## config.mk

```make
export PLATFORM = sky130hd
export DESIGN_NAME = pipe_hazard_ctrl_flat
export DESIGN_NICKNAME = d
export VERILOG_FILES = /design/src/rtl/pipe_hazard_ctrl_if.sv /design/src/rtl/pipe_hazard_ctrl.sv /design/src/flat_wrapper.sv
export SDC_FILE = /design/constraint.sdc
export NUM_CORES = 1
export LEC_CHECK = 0
export ABC_AREA = 1
export CORE_MARGIN = 10
export CORE_UTILIZATION = 50
export CTS_BUF_LIST = sky130_fd_sc_hd__clkbuf_2 sky130_fd_sc_hd__clkbuf_4 sky130_fd_sc_hd__clkbuf_8
export DETAILED_ROUTE_END_ITERATION = 10
export GPL_TIMING_DRIVEN = 0
export HOLD_SLACK_MARGIN = 0.15
export PLACE_DENSITY = 0.89
export SLEW_MARGIN = 10
export SYNTH_ARGS = -nofsm -noshare
export SYNTH_HDL_FRONTEND = slang
export SYNTH_SLANG_ARGS = --single-unit
```

## constraint.sdc

```tcl
create_clock -name clk -period 2 [get_ports clk]
set_clock_uncertainty 0.15 [all_clocks]
set_input_delay 0.2 -clock clk [delete_from_list [all_inputs] [get_ports clk]]
set_output_delay 0.2 -clock clk [all_outputs]
set_load 0.02 [all_outputs]
```

## src/rtl/pipe_hazard_ctrl_if.sv

```systemverilog
// Decode/execute/memory-side handshake between the pipeline datapath and the hazard controller.
// The datapath side is the master; the hazard controller is the slave.
interface pipe_hazard_ctrl_if #(
    parameter int REG_BITS   = 4,
    parameter int PERF_WIDTH = 16
);
    logic                  issue_valid_d;
    logic [REG_BITS-1:0]   ra1_d;
    logic [REG_BITS-1:0]   ra2_d;
    logic                  use_ra1_d;
    logic                  use_ra2_d;
    logic [REG_BITS-1:0]   wa3_d;
    logic                  regwrite_d;
    logic                  memtoreg_d;
    logic                  branch_taken_e;
    logic                  mem_busy_m;

    logic                  stall_f;
    logic                  stall_d;
    logic                  flush_d;
    logic                  flush_e;
    logic                  stall_e;
    logic                  stall_m;
    logic [1:0]            fwd_a_e;
    logic [1:0]            fwd_b_e;
    logic [PERF_WIDTH-1:0] stall_count;
    logic [PERF_WIDTH-1:0] flush_count;
    logic                  mem_timeout;

    modport master (
        output issue_valid_d, ra1_d, ra2_d, use_ra1_d, use_ra2_d, wa3_d,
               regwrite_d, memtoreg_d, branch_taken_e, mem_busy_m,
        input  stall_f, stall_d, flush_d, flush_e, stall_e, stall_m,
               fwd_a_e, fwd_b_e, stall_count, flush_count, mem_timeout
    );

    modport slave (
        input  issue_valid_d, ra1_d, ra2_d, use_ra1_d, use_ra2_d, wa3_d,
               regwrite_d, memtoreg_d, branch_taken_e, mem_busy_m,
        output stall_f, stall_d, flush_d, flush_e, stall_e, stall_m,
               fwd_a_e, fwd_b_e, stall_count, flush_count, mem_timeout
    );
endinterface

```

## src/rtl/pipe_hazard_ctrl.sv

```systemverilog
// Hazard/forwarding controller for the five-stage pipeline, with its own E/M/W destination shadow.
// Wait FSM:  ST_RUN  | data memory responding, wait counter held at 0
//            ST_WAIT | M-stage access stretched by mem_busy_m, counter tracks busy cycles
module pipe_hazard_ctrl #(
    parameter int REG_BITS   = 4,
    parameter int PERF_WIDTH = 16,
    parameter int MAX_WAIT   = 15
) (
    input  logic              clk,
    input  logic              rst,
    pipe_hazard_ctrl_if.slave hz
);
    localparam int                 CW      = $clog2(MAX_WAIT + 1);
    localparam logic [CW-1:0]      CNT_MAX = CW'(MAX_WAIT);
    localparam logic [REG_BITS-1:0] PC_REG = '1;

    typedef struct packed {
        logic                valid;
        logic [REG_BITS-1:0] wa3;
        logic                regwrite;
        logic                memtoreg;
    } rec_t;

    typedef enum logic {ST_RUN, ST_WAIT} wstate_t;

    rec_t                  e_q, m_q, w_q;
    logic [REG_BITS-1:0]   e_ra1, e_ra2;
    logic                  e_use1, e_use2;
    wstate_t               state_q, state_d;
    logic [CW-1:0]         cnt_q, cnt_d;
    logic [PERF_WIDTH-1:0] stall_cnt_q, flush_cnt_q;
    logic                  timeout_q;
    logic                  freeze, hit1, hit2, load_use;
    logic                  stall_f, stall_d, flush_d, flush_e, stall_e, stall_m;

    // M only forwards ALU results; a load in M is still in flight.
    function automatic logic [1:0] fwd_sel(input logic [REG_BITS-1:0] ra, input logic use_ra,
                                           input logic e_valid, input rec_t m, input rec_t w);
        logic [1:0] sel;
        sel = 2'b00;
        if (e_valid && use_ra && ra != PC_REG) begin
            if (m.valid && m.regwrite && !m.memtoreg && m.wa3 == ra)
                sel = 2'b10;
            else if (w.valid && w.regwrite && w.wa3 == ra)
                sel = 2'b01;
        end
        return sel;
    endfunction

    assign freeze   = hz.mem_busy_m;
    assign hit1     = hz.use_ra1_d && (hz.ra1_d == e_q.wa3);
    assign hit2     = hz.use_ra2_d && (hz.ra2_d == e_q.wa3);
    assign load_use = hz.issue_valid_d && e_q.valid && e_q.regwrite && e_q.memtoreg &&
                      (e_q.wa3 != PC_REG) && (hit1 || hit2);

    always_comb begin
        stall_f = 1'b0;
        stall_d = 1'b0;
        flush_d = 1'b0;
        flush_e = 1'b0;
        stall_e = 1'b0;
        stall_m = 1'b0;
        if (freeze) begin
            stall_f = 1'b1;
            stall_d = 1'b1;
            stall_e = 1'b1;
            stall_m = 1'b1;
        end else if (hz.branch_taken_e) begin
            flush_d = 1'b1;
            flush_e = 1'b1;
        end else if (load_use) begin
            stall_f = 1'b1;
            stall_d = 1'b1;
            flush_e = 1'b1;
        end
    end

    always_ff @(posedge clk or posedge rst) begin
        if (rst) begin
            e_q    <= '0;
            m_q    <= '0;
            w_q    <= '0;
            e_ra1  <= '0;
            e_ra2  <= '0;
            e_use1 <= 1'b0;
            e_use2 <= 1'b0;
        end else if (freeze) begin
            w_q <= '0;
        end else begin
            if (flush_e)
                e_q <= '0;
            else
                e_q <= '{valid: hz.issue_valid_d, wa3: hz.wa3_d,
                         regwrite: hz.regwrite_d, memtoreg: hz.memtoreg_d};
            e_ra1  <= hz.ra1_d;
            e_ra2  <= hz.ra2_d;
            e_use1 <= hz.use_ra1_d;
            e_use2 <= hz.use_ra2_d;
            m_q    <= e_q;
            w_q    <= m_q;
        end
    end

    always_comb begin
        state_d = state_q;
        cnt_d   = cnt_q;
        case (state_q)
            ST_RUN:  if (hz.mem_busy_m)  state_d = ST_WAIT;
            ST_WAIT: if (!hz.mem_busy_m) state_d = ST_RUN;
            default: state_d = ST_RUN;
        endcase
        if (state_d == ST_RUN)
            cnt_d = '0;
        else if (cnt_q != CNT_MAX)
            cnt_d = cnt_q + 1'b1;
    end

    always_ff @(posedge clk or posedge rst) begin
        if (rst) begin
            state_q     <= ST_RUN;
            cnt_q       <= '0;
            timeout_q   <= 1'b0;
            stall_cnt_q <= '0;
            flush_cnt_q <= '0;
        end else begin
            state_q <= state_d;
            cnt_q   <= cnt_d;
            if (hz.mem_busy_m && cnt_q == CNT_MAX)
                timeout_q <= 1'b1;
            if (stall_d && stall_cnt_q != '1)
                stall_cnt_q <= stall_cnt_q + 1'b1;
            if (flush_e && flush_cnt_q != '1)
                flush_cnt_q <= flush_cnt_q + 1'b1;
        end
    end

    assign hz.stall_f     = stall_f;
    assign hz.stall_d     = stall_d;
    assign hz.flush_d     = flush_d;
    assign hz.flush_e     = flush_e;
    assign hz.stall_e     = stall_e;
    assign hz.stall_m     = stall_m;
    assign hz.fwd_a_e     = fwd_sel(e_ra1, e_use1, e_q.valid, m_q, w_q);
    assign hz.fwd_b_e     = fwd_sel(e_ra2, e_use2, e_q.valid, m_q, w_q);
    assign hz.stall_count = stall_cnt_q;
    assign hz.flush_count = flush_cnt_q;
    assign hz.mem_timeout = timeout_q;
endmodule

```

## src/flat_wrapper.sv

```systemverilog
// flat-port wrapper written by rule: the top's interface ports become plain ports
module pipe_hazard_ctrl_flat 
#(
    parameter int REG_BITS   = 4,
    parameter int PERF_WIDTH = 16,
    parameter int MAX_WAIT   = 15
)
  (clk, rst, hz_issue_valid_d, hz_ra1_d, hz_ra2_d, hz_use_ra1_d, hz_use_ra2_d, hz_wa3_d, hz_regwrite_d, hz_memtoreg_d, hz_branch_taken_e, hz_mem_busy_m, hz_stall_f, hz_stall_d, hz_flush_d, hz_flush_e, hz_stall_e, hz_stall_m, hz_fwd_a_e, hz_fwd_b_e, hz_stall_count, hz_flush_count, hz_mem_timeout);
  pipe_hazard_ctrl_if #(.REG_BITS(REG_BITS), .PERF_WIDTH(PERF_WIDTH)) hz_i ();
  input  logic clk;
  input  logic rst;
  input wire logic [$bits(hz_i.issue_valid_d)-1:0] hz_issue_valid_d;
  input wire logic [$bits(hz_i.ra1_d)-1:0] hz_ra1_d;
  input wire logic [$bits(hz_i.ra2_d)-1:0] hz_ra2_d;
  input wire logic [$bits(hz_i.use_ra1_d)-1:0] hz_use_ra1_d;
  input wire logic [$bits(hz_i.use_ra2_d)-1:0] hz_use_ra2_d;
  input wire logic [$bits(hz_i.wa3_d)-1:0] hz_wa3_d;
  input wire logic [$bits(hz_i.regwrite_d)-1:0] hz_regwrite_d;
  input wire logic [$bits(hz_i.memtoreg_d)-1:0] hz_memtoreg_d;
  input wire logic [$bits(hz_i.branch_taken_e)-1:0] hz_branch_taken_e;
  input wire logic [$bits(hz_i.mem_busy_m)-1:0] hz_mem_busy_m;
  output wire logic [$bits(hz_i.stall_f)-1:0] hz_stall_f;
  output wire logic [$bits(hz_i.stall_d)-1:0] hz_stall_d;
  output wire logic [$bits(hz_i.flush_d)-1:0] hz_flush_d;
  output wire logic [$bits(hz_i.flush_e)-1:0] hz_flush_e;
  output wire logic [$bits(hz_i.stall_e)-1:0] hz_stall_e;
  output wire logic [$bits(hz_i.stall_m)-1:0] hz_stall_m;
  output wire logic [$bits(hz_i.fwd_a_e)-1:0] hz_fwd_a_e;
  output wire logic [$bits(hz_i.fwd_b_e)-1:0] hz_fwd_b_e;
  output wire logic [$bits(hz_i.stall_count)-1:0] hz_stall_count;
  output wire logic [$bits(hz_i.flush_count)-1:0] hz_flush_count;
  output wire logic [$bits(hz_i.mem_timeout)-1:0] hz_mem_timeout;
  assign hz_i.issue_valid_d = hz_issue_valid_d;
  assign hz_i.ra1_d = hz_ra1_d;
  assign hz_i.ra2_d = hz_ra2_d;
  assign hz_i.use_ra1_d = hz_use_ra1_d;
  assign hz_i.use_ra2_d = hz_use_ra2_d;
  assign hz_i.wa3_d = hz_wa3_d;
  assign hz_i.regwrite_d = hz_regwrite_d;
  assign hz_i.memtoreg_d = hz_memtoreg_d;
  assign hz_i.branch_taken_e = hz_branch_taken_e;
  assign hz_i.mem_busy_m = hz_mem_busy_m;
  assign hz_stall_f = hz_i.stall_f;
  assign hz_stall_d = hz_i.stall_d;
  assign hz_flush_d = hz_i.flush_d;
  assign hz_flush_e = hz_i.flush_e;
  assign hz_stall_e = hz_i.stall_e;
  assign hz_stall_m = hz_i.stall_m;
  assign hz_fwd_a_e = hz_i.fwd_a_e;
  assign hz_fwd_b_e = hz_i.fwd_b_e;
  assign hz_stall_count = hz_i.stall_count;
  assign hz_flush_count = hz_i.flush_count;
  assign hz_mem_timeout = hz_i.mem_timeout;
  pipe_hazard_ctrl #(.REG_BITS(REG_BITS), .PERF_WIDTH(PERF_WIDTH), .MAX_WAIT(MAX_WAIT)) u_core (.clk(clk), .rst(rst), .hz(hz_i));
endmodule
```

Word-level counts from Yosys, hierarchy flattened
Cells that the tools add are included.

Equal/unequal tests: 14. $add $sub $neg: 3. Reductions and logical operators: 23. Mux-type cells: 18.

Operators with widths (count): adder 16 x 1 -> 16 bit, second input constant (2); inequality test 16 bit, second input constant (2); equality test 4 bit (6); logical AND 1 bit (21); inequality test 4 bit, second input constant (4); two-way mux 7 bit (2); two-way mux 1 bit (10); two-way mux 2 bit (4); two-way mux 4 bit (2); adder 4 x 1 -> 4 bit, second input constant (1); equality test 4 bit, second input constant (1); inequality test 2 bit, second input constant (1); logical NOT 1 bit (1); logical OR 1 bit (1).

Flip-flop bits (word level): 67. Input bits: 21. Output and inout bits: 43. Word-level logic and storage cells: 77.

Depth between registers and ports, before layout
Gate-level depths: netlist of run 1.

Depth in word-level cells: 9. Depth in mapped cells: 12. Depth with buffers taken out: 11.

Worst setup path after synthesis of run 1
No wires, ideal clock.

Path kind: flip-flop to flip-flop. Start point: register u_core.stall_cnt_q[0], in the netlist u_core.hz.stall_count[0]. End point: register u_core.stall_cnt_q[15], in the netlist u_core.hz.stall_count[15]. Stages on the path, launching flop included: 11. Path slack: 178 ps. Clock period less this slack: 1822 ps. Arrival time: 1555 ps. Buffers on the path: 1. Setup time: 117 ps. Data required time: 1733 ps. Path through: dfrtp_1 -> ha_1 -> nand3_1 -> inv_1 -> nand4_1 -> buf_2 -> nand4_1 -> nor2_1 -> nand2_1 -> nand2_1 -> nand2_1.

Longest elaborated chain between the ends: 2. Elaborated cells between the ends (all ways): 3. Classes of those cells: 1 x add/sub; 1 x eq/ne; 1 x reduce/logical.

RTL lines: start: declaration (line pipe_hazard_ctrl.sv:31) `logic [PERF_WIDTH-1:0] stall_cnt_q, flush_cnt_q;`; start signal: assignment (line pipe_hazard_ctrl.sv:131) `stall_cnt_q <= stall_cnt_q + 1'b1;`; branches (longest 2 deep; another with adder 16 x 1 -> 16 bit).

Several ways; the timed one is not identified. A chain may end at the register's enable or synchronous reset.

Final worst setup path of run 1
Start point: register u_core.e_q[2] (netlist bit). End point: output hz_stall_f.

Longest elaborated chain between the ends: 7. Elaborated cells between the ends (all ways): 11. Classes of those cells: 3 x eq/ne; 3 x mux; 5 x reduce/logical.

RTL lines: start: declaration (line pipe_hazard_ctrl.sv:26) `rec_t e_q, m_q, w_q;`; start signal: assignment (line pipe_hazard_ctrl.sv:93) `e_q <= '{valid: hz.issue_valid_d, wa3: hz.wa3_d,`; equality test 4 bit (on tied branches) (line pipe_hazard_ctrl.sv:51, pipe_hazard_ctrl.sv:52); logical AND 1 bit (on tied branches) (line pipe_hazard_ctrl.sv:51, pipe_hazard_ctrl.sv:52); logical OR 1 bit (line pipe_hazard_ctrl.sv:54) `(e_q.wa3 != PC_REG) && (hit1 || hit2);`; logical AND 1 bit (*) (line pipe_hazard_ctrl.sv:54); two-way mux 1 bit (*) (line pipe_hazard_ctrl.sv:71) `end else if (load_use) begin`; two-way mux 1 bit (*) (line pipe_hazard_ctrl.sv:68) `end else if (hz.branch_taken_e) begin`; two-way mux 1 bit (*) (line pipe_hazard_ctrl.sv:63) `if (freeze) begin`; end: declaration (line flat_wrapper.sv:22) `output wire logic [$bits(hz_i.stall_f)-1:0] hz_stall_f;`.

Mark *: on every way between the ends. The rest lies on a longest branch, timed or not.

==> qor.yml, run 1 <==
cp_data_arrival_time_ps: 1650
ctsHtreeMaxLevel: 3
die_w_um: 105.6
clock_path_buffers: 2
dieArea_um2: 11160
r2r_start: "u_core.hz.stall_count[0]"
final-setup-viol-count: 0
p_leak_nw: 2.329
crit_required_ps: 1650
rr_worst_depth: 10
place.gp.congestion: 0.8682
fin_ws_ps: 0.07683
core_um2: 7176
end_kind: "primary output"
drt_wl_total_um: 9348
hpwl_um: 6897
fin_nets: 602
finalSetupTns_ps: 0
core.rowCount: 31
syn_nets: 515
maxSlewViolCount: 0
drv_cap: 0
netlist_instances: 491
grt_pass1_vias: 3403
detail-route-antenna-nets: 0
diodes: 0
rsz0062_at_grt: "yes"
r2r_end: "u_core.hz.stall_count[15]"
slowest_stage: "dfrtp_1"
clock_sinks: 67
seq_area_frac_synth: 0.4572
portBuffers: 63
hold_buffers: 0
outcome: "finished clean"
total_power_mw: 3.732
fin_cells: 682
num-fill-cells: 591
place_inst: 654
synth-seq-cells: 67
syn2layout_area_growth_pct: 30.26
overflow: 0
worstMarginPinSlew_ps: 667.2
finalHoldViolations: 0
cts-root-buf: "clkbuf_8"
drive_above_1_share: 0.1184
firstDrtPassIters: 5
rrSetupSlack_ps: 90
route.vias.total: 3491
path_clk_slew_ps: 70
synth_cell_types: 26
die_y_um: 105.6
grt_max_degree: 40
max_freq_ghz: 0.5000
grt_pass1_wl_um: 15770
grt_usage: 0.1705
wl_per_cell_um: 13.71
holdWs_ps: 160.7
routed_via_density: 5.119
worstHoldPathType: "in -> async"
cp_cell_sequence: "inv_2 -> nand2_1 -> nand2_1 -> nor2_1 -> nand3_1 -> nand2_2 -> nand3_2 -> nand2_4 -> buf_6 -> buf_6"
cts_tree: "yes"
ys_warn_count: 0
post-route-drc-count: 0
worst_setup_path_start_kind: "flop"
synth_area_um2: 3667
criticalPathCategory: "reg -> out"
multi_input_area_um2: 1684
finalCriticalPeriod_ps: 2000
clk_latency_ps: 350
seqCellArea_um2: 1683
ios: 64
start_util: 0.5111
max_stage_delay_ps: 420
synth_area_per_cell_um2: 7.469
slew_headroom: 0.5543
antenna_found_initial: 0
cp_max_fo: 5
dpl_worst_slack_ps: -614.2
p_per_area_nw_per_um2: 781.3
first_iter_violations: 211
vdd_drop_max_mv: 0.4166
cts_buffers: 9
fin_crit_sh: 1.000
==> worst max path at each step <==
stage,start,to,cells after the start
detailed placement,hz_ra2_d[3],hz_stall_f,12
finish,u_core.e_q[2],hz_stall_f,10
global placement,hz_ra2_d[3],hz_stall_f,12
global route,u_core.e_q[2],hz_stall_f,10
CTS,u_core.e_q[2],hz_stall_f,10
floorplan,u_core.hz.stall_count[0],u_core.hz.stall_count[15],10
==> cell type report <==
cell class                 instances  area share
multi-input combinational        346      0.3525
sequential                        67      0.3523
timing repair buffer              78      0.1564
inverter                          65     0.05186
clock buffer                      11     0.02907
tap                               99     0.02593
clock inverter                     5     0.01624
buffer                            11     0.01572
==> worst max-delay path: cells and delay by family, from the launching register on <==
kind	cells	cell delay, ps
AND/OR/NAND/NOR	7	610
flip-flops	1	420
buffers and inverters	3	270
==> metal layers <==
metal / up-vias / track usage / wire length [um]
li1: 1706 / - / -
met1: 1667 / 0.1934 / 3798
met2: 99 / 0.2920 / 4741
met3: 19 / 0.04446 / 587
met4: 0 / 0.08221 / 221
met5: - / 0 / 0
==> cells in the final DEF (no fill, tap or decap), types with 3 or more instances in the layout <==
cell / count
nand4_1: 7
nor2_1: 39
nor3_1: 6
o21ai_0: 15
clkbuf_8: 9
xnor2_1: 10
ha_1: 3
nand3_1: 50
buf_6: 6
clkdlybuf4s50_1: 56
clkbuf_1: 5
inv_1: 58
nand2_4: 3
dfrtp_2: 5
dfrtp_1: 62
nand3_2: 3
xor2_1: 15
buf_4: 20
nand2_1: 172
inv_2: 4
o22ai_1: 7
nor4_1: 4
==> sequential cells by signal, indices dropped and copies added, names as in the netlist <==
name and cells:
u_core.hz.mem_timeout 1, u_core.cnt_q 4, u_core.hz.flush_count 16, u_core.e_ra1 4, u_core.w_q 6, u_core.e_use2 1
u_core.e_use1 1, u_core.e_ra2 4, u_core.e_q 7, u_core.m_q 7, u_core.hz.stall_count 16
==> cell usage after synthesis <==
| cell type | instances | area share |
|---|---|---|
| buf_4 | 3 | 0.0061 |
| xor2_1 | 15 | 0.036 |
| nor3_2 | 2 | 0.0055 |
| dfrtp_1 | 67 | 0.46 |
| xnor2_1 | 11 | 0.026 |
| clkinv_1 | 2 | 0.0020 |
| ha_1 | 3 | 0.010 |
| nor3_1 | 6 | 0.0082 |
| a21oi_1 | 2 | 0.0027 |
| nor2_1 | 41 | 0.042 |
| buf_2 | 1 | 0.0014 |
| nand4_1 | 7 | 0.012 |
| o21ai_0 | 15 | 0.020 |
| inv_1 | 60 | 0.061 |
| nor4_1 | 5 | 0.0085 |
| nand3_2 | 3 | 0.0082 |
| nand2_1 | 172 | 0.18 |
| nand2_2 | 3 | 0.0051 |
| o22ai_1 | 7 | 0.012 |
| nand3_1 | 50 | 0.068 |
| a211oi_1 | 1 | 0.0020 |
| inv_2 | 3 | 0.0031 |
| clkbuf_1 | 5 | 0.0051 |
| buf_6 | 4 | 0.012 |
| nand2_4 | 2 | 0.0061 |
| nor3b_1 | 1 | 0.0020 |
==> power by group <==
part / switching, mW / total, mW / internal, mW
Sequential: 0.171 / 1.67 / 1.50
Clock: 0.510 / 1.24 / 0.726
Combinational: 0.446 / 0.830 / 0.384
Total: 1.13 / 3.73 / 2.61
==> cell families after synthesis <==
kind of cell / synth area share
compound gates: 0.03719
flops: 0.4572
buf+inv: 0.09144
fa+ha+maj: 0.01024
xor+xnor: 0.06210
simple gates: 0.3419
==> timing repair <==
| item | in CTS | in global routing |
|---|---|---|
| buffers inserted | 9 | 6 |
| setup endpoints to repair | 7 | 30 |
| gates resized for setup | 36 | 16 |
| pin swaps | 7 | 10 |
==> metrics by stage <==
| stage | cell area [um^2] | utilization |
|---|---|---|
| after CTS | 4706 | 0.6558 |
| after global routing | 4777 | 0.6657 |
| after global placement | 4425 | 0.6167 |
| final | 4777 | 0.6657 |
| after detailed placement | 4446 | 0.6195 |
| after floorplan | 3671 | - |
Note: power is estimated with default switching activity, not from simulation.
==> run 2: changes to the inputs <==
--- a/config.mk
+++ b/config.mk
@@ -7,12 +7,12 @@
 export LEC_CHECK = 0
 export ABC_AREA = 1
 export CORE_MARGIN = 10
-export CORE_UTILIZATION = 50
+export CORE_UTILIZATION = 30
 export CTS_BUF_LIST = sky130_fd_sc_hd__clkbuf_2 sky130_fd_sc_hd__clkbuf_4 sky130_fd_sc_hd__clkbuf_8
 export DETAILED_ROUTE_END_ITERATION = 10
 export GPL_TIMING_DRIVEN = 0
 export HOLD_SLACK_MARGIN = 0.15
-export PLACE_DENSITY = 0.89
+export PLACE_DENSITY = 0.62
 export SLEW_MARGIN = 10
 export SYNTH_ARGS = -nofsm -noshare
 export SYNTH_HDL_FRONTEND = slang
==> run 2 against run 1 <==
Compared with the run above: the flow now finishes with violations (negative setup slack); design area increased by 4.1%; via count decreased by 1.7%; maximum frequency fell by 4.3%; routed wire length is 4.5% higher; count of clock-buffer cells in the layout rose by 1.
==> qor.yml, run 2 (synthesized netlist as in run 1, its figures left out) <==
die_w_um: 130.6  # +24%
firstDrtPassIters: 4  # -1
hpwl_um: 7393  # +7.2%
core_um2: 12010  # +67%
final_cell_mix: "172 x nand2_1, 61 x dfrtp_1, 58 x inv_1"
m1WireLength_um: 4399  # +16%
final-setup-viol-count: 4  # +4
finalHoldViolations: 0  # unchanged
p_per_area_nw_per_um2: 750.3  # -4.0%
portBuffers: 63  # unchanged
cp_max_fo: 4  # -1
cts_tree: "yes"
fin_crit_sh: 1.045  # +0.04523
drv_cap: 0  # unchanged
criticalPathCategory: "reg -> out"
drt_wl_total_um: 9765  # +4.5%
violations: "negative setup slack"
worstHoldPathType: "in -> reg"
path_clk_slew_ps: 70  # about the same
diodes: 0  # unchanged
layout_commonest_cell: "nand2_1"
overflow: 0  # unchanged
finalCriticalPeriod_ps: 2090  # +90.46 ps
highest_layer: "met4"
holdWs_ps: 284.1  # +123.4 ps
total_power_mw: 3.730  # about the same
clk_latency_ps: 340  # about the same
antenna_found_initial: 0  # unchanged
cp_data_arrival_time_ps: 1740  # +90 ps
core.rowCount: 40  # +29%
ctsHtreeMaxLevel: 3  # unchanged
grt_pass1_vias: 3500  # +2.9%
wl_met2_um: 4666  # -1.6%
start_util: 0.3053  # -0.2058
wl_per_cell_um: 13.21  # -3.6%
worst_setup_path_start_kind: "flop"
fin_nets: 611  # +1.5%
clock_sinks: 67  # unchanged
crit_required_ps: 1650  # about the same
routed_via_density: 4.644  # -9.3%
wl_met3_um: 609  # +3.7%
ios: 64  # unchanged
maxSlewViolCount: 0  # unchanged
worstMarginPinSlew_ps: 526.5  # -140.6 ps
multi_input_area_um2: 1705  # +1.3%
fin_ws_ps: -90.39  # -90.46 ps
whs_path_depth: 3
grt_usage: 0.1195  # -0.05101
first_iter_violations: 88  # -58%
route.vias.total: 3432  # -1.7%
die_y_um: 130.6  # +24%
rsz0062_at_grt: "yes"
rr_worst_depth: 14  # +4
clock_path_buffers: 2  # unchanged
seqCellArea_um2: 1684  # about the same
dieArea_um2: 17050  # +53%
slew_headroom: 0.6482  # +0.09394
post-route-drc-count: 0  # unchanged
place.gp.congestion: 0.8674  # about the same
grt_pass1_wl_um: 16550  # +4.9%
num-fill-cells: 1219  # +110%
max_freq_ghz: 0.4784  # -4.3%
outcome: "complete, but fails checks"
vdd_drop_max_mv: 0.4299  # +3.2%
cts_buffers: 9  # unchanged
p_leak_nw: 2.385  # +2.4%
drive_above_1_share: 0.1402  # +0.02185
grt_max_degree: 28  # -30%
cts-root-buf: "clkbuf_8"
end_kind: "primary output"
syn2layout_area_growth_pct: 35.55
detail-route-antenna-nets: 0  # unchanged
==> run 2: power by group <==
part,switching [mW],internal [mW]
Clock,0.526,0.674
Combinational,0.453,0.405
Sequential,0.175,1.50
==> run 2: layout make-up <==
| type | count | share of cell area |
|---|---|---|
| clock buffer | 12 | 0.03322 |
| buffer | 12 | 0.01888 |
| sequential | 67 | 0.3388 |
| tap | 147 | 0.03700 |
| inverter | 65 | 0.05034 |
| multi-input combinational | 346 | 0.3431 |
| clock inverter | 4 | 0.009565 |
| timing repair buffer | 86 | 0.1691 |
==> run 2: worst paths after layout <==
check	slack (ps)	endpoint	startpoint
max	-90	hz_stall_f	u_core.e_q[2]
min	280	u_core.e_q[5]	hz_wa3_d[3]
max in group asynchronous	370	u_core.e_ra2[1]	rst
max reg2reg	120	u_core.hz.flush_count[6]	u_core.e_q[2]
min reg2reg	350	u_core.m_q[0]	u_core.m_q[0]
min in group asynchronous	640	u_core.hz.flush_count[1]	rst
==> run 2: repair_timing <==
item | CTS | global route
pin swaps | 11 | 10
hold buffers | 1 | 0
resized for setup | 45 | 21
hold endpoints to repair | 20 | 0
endpoints found under the setup margin | 7 | 25
setup buffers | 15 | 6
==> run 2: critical path: stages, from the launching register on <==
cell and delay (ps):
dfrtp_1 410, inv_2 80, nand2_1 60, nand2_1 60
nor2_1 90, nand3_1 100, nand2_2 100, nand3_2 100
nand2_4 100, buf_8 110, buf_6 80, buf_6 100
==> run 2: per-stage QoR <==
stage / instances / TNS, ps / utilization / area (um^2) / worst slack (ps)
after floorplan: 491 / 0 / - / 3671 / 177.8
after global placement: 701 / -2471 / 0.3734 / 4486 / -623.2
after detailed placement: 703 / -2628 / 0.3774 / 4533 / -629.5
after CTS: 734 / -312.3 / 0.4064 / 4881 / -124.1
after global routing: 739 / -772.7 / 0.4139 / 4971 / -189.9
final: 739 / -162.3 / 0.4139 / 4971 / -90.39
==> run 2: metal layers <==
metal / GRT usage / vias to the layer above
li1: - / 1731
met5: 0 / -
met4: 0.03466 / 0
met3: 0.03989 / 12
met2: 0.1966 / 84
met1: 0.1458 / 1605
